**config.mk**
```make
export PLATFORM = sky130hd
export DESIGN_NAME = cdb_arbiter
export DESIGN_NICKNAME = d
export VERILOG_FILES = /design/src/rtl/cdb_arbiter.sv
export SDC_FILE = /design/constraint.sdc
export NUM_CORES = 1
export LEC_CHECK = 0
export CAP_MARGIN = 0
export CORE_MARGIN = 4
export CORE_UTILIZATION = 35
export CTS_CLUSTER_SIZE = 14
export DETAILED_ROUTE_END_ITERATION = 8
export GPL_TIMING_DRIVEN = 0
export HOLD_SLACK_MARGIN = 0.05
export PLACE_DENSITY_LB_ADDON = 0.05
export SLEW_MARGIN = 20
export SYNTH_ARGS = -nofsm -noshare
export SYNTH_HDL_FRONTEND = slang
export SYNTH_SLANG_ARGS = --single-unit
```
**constraint.sdc**
```tcl
create_clock -name clk_in -period 3.65 [get_ports clk_in]
set_clock_uncertainty 0.05 [all_clocks]
set_input_delay 0.5475 -clock clk_in [delete_from_list [all_inputs] [get_ports clk_in]]
set_output_delay 0.5475 -clock clk_in [all_outputs]
set_load 0.02 [all_outputs]
```
**src/rtl/cdb_arbiter.sv**
```systemverilog
// Common-data-bus arbiter: picks one completed functional-unit result per cycle
// and broadcasts it to the ROB and reservation stations, with round-robin or fixed priority.
module cdb_arbiter #(
  parameter int NUM_FU       = 4,
  parameter int DATA_WIDTH   = 32,
  parameter int ROB_IX_WIDTH = 3,
  parameter int RR_MODE      = 1
) (
  input  logic                           clk_in,
  input  logic                           rst_in,
  input  logic [NUM_FU-1:0]              fu_valid_in,
  input  logic [NUM_FU*ROB_IX_WIDTH-1:0] fu_rob_ix_in,
  input  logic [NUM_FU*DATA_WIDTH-1:0]   fu_data_in,
  input  logic                           flush_in,
  output logic [NUM_FU-1:0]              fu_read_out,
  output logic                           cdb_valid_out,
  output logic [ROB_IX_WIDTH-1:0]        cdb_rob_ix_out,
  output logic [DATA_WIDTH-1:0]          cdb_value_out,
  output logic [$clog2(NUM_FU)-1:0]      grant_ix_out
);

  localparam int IX_W = $clog2(NUM_FU);

  logic [NUM_FU-1:0]       mask;
  logic [NUM_FU-1:0]       eligible;
  logic [NUM_FU-1:0]       grant_oh;
  logic [IX_W-1:0]         rr_ptr;
  logic [IX_W-1:0]         win_ix;
  logic [IX_W-1:0]         next_ptr;
  logic                    win_found;
  logic [ROB_IX_WIDTH-1:0] win_rob_ix;
  logic [DATA_WIDTH-1:0]   win_data;

  // The channel granted last edge is masked because its FU cannot yet have
  // reacted to the read pulse; without this it would be broadcast twice.
  assign eligible = fu_valid_in & ~mask;

  // Winner search: start at rr_ptr (round-robin) or at 0 (fixed priority),
  // ascending with wrap-around; first eligible channel wins.
  always_comb begin
    logic [IX_W-1:0] cand;
    // NOTE: every combinational output gets a default before any branch so no
    // path leaves it unassigned, which would otherwise infer a latch.
    win_found = 1'b0;
    win_ix    = '0;
    cand      = '0;
    for (int k = 0; k < NUM_FU; k++) begin
      if (RR_MODE != 0) begin
        cand = IX_W'((int'(rr_ptr) + k) % NUM_FU);
      end else begin
        cand = IX_W'(k);
      end
      if (!win_found && eligible[cand]) begin
        win_found = 1'b1;
        win_ix    = cand;
      end
    end
  end

  // Field mux for the winning channel, using constant slices per channel.
  always_comb begin
    win_rob_ix = '0;
    win_data   = '0;
    for (int k = 0; k < NUM_FU; k++) begin
      if (win_ix == IX_W'(k)) begin
        win_rob_ix = fu_rob_ix_in[k*ROB_IX_WIDTH +: ROB_IX_WIDTH];
        win_data   = fu_data_in[k*DATA_WIDTH +: DATA_WIDTH];
      end
    end
  end

  assign grant_oh = {{(NUM_FU-1){1'b0}}, 1'b1} << win_ix;
  assign next_ptr = (win_ix == IX_W'(NUM_FU - 1)) ? '0 : win_ix + 1'b1;

  // Reset beats flush, flush beats any request. Broadcast fields hold when idle.
  always_ff @(posedge clk_in) begin
    // NOTE: registered state uses non-blocking assignments so every flop
    // samples pre-edge values, independent of statement order.
    if (rst_in) begin
      fu_read_out    <= '0;
      cdb_valid_out  <= 1'b0;
      cdb_rob_ix_out <= '0;
      cdb_value_out  <= '0;
      grant_ix_out   <= '0;
      mask           <= '0;
      rr_ptr         <= '0;
    end else if (flush_in || !win_found) begin
      fu_read_out   <= '0;
      cdb_valid_out <= 1'b0;
      mask          <= '0;
    end else begin
      fu_read_out    <= grant_oh;
      cdb_valid_out  <= 1'b1;
      cdb_rob_ix_out <= win_rob_ix;
      cdb_value_out  <= win_data;
      grant_ix_out   <= win_ix;
      mask           <= grant_oh;
      if (RR_MODE != 0) begin
        rr_ptr <= next_ptr;
      end
    end
  end

  // Simulation-only protocol properties on the read pulse.
  a_read_onehot : assert property (@(posedge clk_in) disable iff (rst_in)
    $onehot0(fu_read_out));
  a_read_no_repeat : assert property (@(posedge clk_in) disable iff (rst_in)
    (fu_read_out & $past(fu_read_out)) == '0);
  a_valid_matches_read : assert property (@(posedge clk_in) disable iff (rst_in)
    cdb_valid_out == (fu_read_out != '0));

endmodule

```
==> impl_results.md <==
* Initial antenna violation count at 0
* Die H at 97.15 um
* Crit-path max FO at 10
* Clk root buf: clkbuf_8
* Final cycle utilization of the critical path at 85.79%
* CTS clk-pin slew, worst paths at 90 ps
* Seq/Total Area, Yosys at 31.67%
* Mean Syn Cell Area at 6.851 um2
* Routability-driven placement congestion ratio at 0.8656
* Count leader, synth: a21oi_1
* Hold Violations, Final at 0
* FF+latch area at 880.8 um2
* Post-Synthesis Cell Area at 2781 um2
* Starting density of the core at 35.99%
* WL final at 11,430 um
* Number of flops mapped to enable cells by yosys at 0
* # nets final at 752
* Synth area leaders: dfxtp_1 (32%), a21oi_1 (19%), o21ai_0 (12%), a22oi_1 (9.4%), inv_1 (5.3%)
* Static Leak at 0.001948 uW
* CTS Buffer Depth at 2
* Port-buffer cells at 188
* DRC errors left at 0
* Post-synth cell types at 31
* # H-tree levels at 2
* Vias in the first global route at 3,672
* Relative slew slack at 63.93%
* TritonCTS Buffers at 5
* Synth area leader: dfxtp_1
* CP arrival at 3320 ps
* Prevailing post-synth register cell: dfxtp_1
* Post-synthesis register bit count at 44
* Worst endpoint required time at 3830 ps
* Multi-input combinational cell area at 1588 um2
* FFs w/ async S/R, synth at 0%
* Outcome: completed
* Area added between synthesis and finish at 77.96%
* Tmin final at 3131 ps
* Site Rows at 32
* Setup CP Type: input port to flip-flop
* Antenna Cells at 0
* Detail Placement HPWL at 8870 um
* DRT iter0 DRCs at 123
* Net count after synthesis at 557
* CTS tree: yes
* Fin. max-slew vios at 0
* Pre-CTS worst setup slack at 195.1 ps
* Peak VDD IR at 0.0001874 V
* Routed wire length per instance at 16.24 um
* Slew @ Worst Pin at 541.0 ps
* Skew-Pair Late Insertion Delay at 300 ps
* Startpoint Class: input port
* Yosys Warn Count at 0
* CP endpoint kind: flip-flop
* Post-CTS Resized at 0
* Pwr Density at 425.8 nW/um2
* MaxCap Viol Count at 0
* Fillers at 698
* Worst hold path class: flip-flop to flip-flop
* Most instantiated cells after synthesis: a21oi_1 (108), o21ai_0 (67), dfxtp_1 (44)
* Core box area at 7727 um2
* Via count at 3,634
* Vias per cell at 5.162
* Antenna-violating nets left at 0
* Unrepaired setup endpoints after global routing: false
* Largest net degree at the start of global routing at 15
* Worst reg2reg setup slack at 820 ps
* Sinks on Clock Net at 44
* Cts hold-fix bufs at 0
* Die width at 97.15 um
* FMAX at 319.4 MHz
* Grt ovf at 0
* Hold WS at 448.1 ps
* Final setup viols at 0
* Final TNS setup at 0 ps
* Setup slack after layout at 518.8 ps
* Postcts setup bufs at 0
* Synth top area share at 31.67%
* Die footprint at 9437 um2
* 1st-pass router iterations at 4
* Share of layout cells above drive strength 1 at 4.153%
* First-pass GRT wire length at 18,360 um
* Ports at 189
* Mapped Cells at 406
* Tot GR Track Use at 23.32%
-- sequential cells by signal, indices dropped and copies added, names as in the netlist --
| signal | count |
|---|---|
| grant_ix_out | 2 |
| cdb_value_out | 32 |
| rr_ptr | 2 |
| cdb_valid_out | 1 |
| cdb_rob_ix_out | 3 |
| mask | 4 |
-- metrics by stage --
stage               instances  utilization (%)  cell area (um2)  power, uW
floorplan                 406                -             2781       1152
CTS                       704            64.05             4950       2115
detailed placement        696            62.00             4791       1596
global route              704            64.05             4950       2251
finish                    704            64.05             4950       2108
global placement          696            62.00             4791       1580
-- layer usage --
metal | track usage (%) | up-vias | wire (um)
li1 | - | 1816 | -
met1 | 29.31 | 1656 | 4733
met2 | 39.65 | 151 | 5609
met3 | 6.317 | 11 | 929
met4 | 5.508 | 0 | 159
met5 | 0 | - | 0
-- critical path: stages --
cell and delay [ps]:
clkdlybuf4s50_1 430, nand2b_1 250, o221ai_1 170, a21oi_1 440, ha_1 230, clkbuf_1 270, clkbuf_1 450, a21oi_1 140
o21ai_0 130, a22oi_1 90, a21oi_1 170
-- layout make-up --
type,count,share of cell area [%]
multi-input cells,283,32.08
clock inverters,3,1.820
clock buffers,5,1.390
inverters,40,3.084
well taps,102,2.578
flip-flops and latches,44,17.80
plain buffers,39,3.236
repair buffers,188,38.02
-- cells by family after synthesis --
kind of cell,synth area share (%)
adders and majority gates,1.799
DFF,31.67
buffers and inverters,11.25
AOI/OAI and AO/OA,46.51
and+or+nand+nor,8.772
-- cell usage in the layout, fill, tap and decap left out, types with 5 or more instances in the layout --
cell type,n
inv_1,39
dfxtp_1,44
a22oi_1,35
buf_2,8
clkbuf_1,30
o21ai_0,67
o21ai_1,5
nand2_1,37
clkdlybuf4s50_1,188
a21oi_1,108
clkbuf_8,5
-- final timing paths --
kind,start,cells after the start,end
setup / recovery,fu_valid_in[0],11,cdb_value_out[31]$_SDFFE_PP0N_
hold / removal,grant_ix_out[0]$_SDFFE_PP0N_,2,grant_ix_out[0]$_SDFFE_PP0N_
setup reg to reg,mask[0]$_SDFF_PP0_,10,cdb_value_out[31]$_SDFFE_PP0N_
hold reg to reg,grant_ix_out[0]$_SDFFE_PP0N_,2,grant_ix_out[0]$_SDFFE_PP0N_
-- power by group --
group | internal, uW | switching, uW
clock network | 342 | 174
logic | 460 | 555
registers | 542 | 34.2
Power figures use the tool's default switching activity.
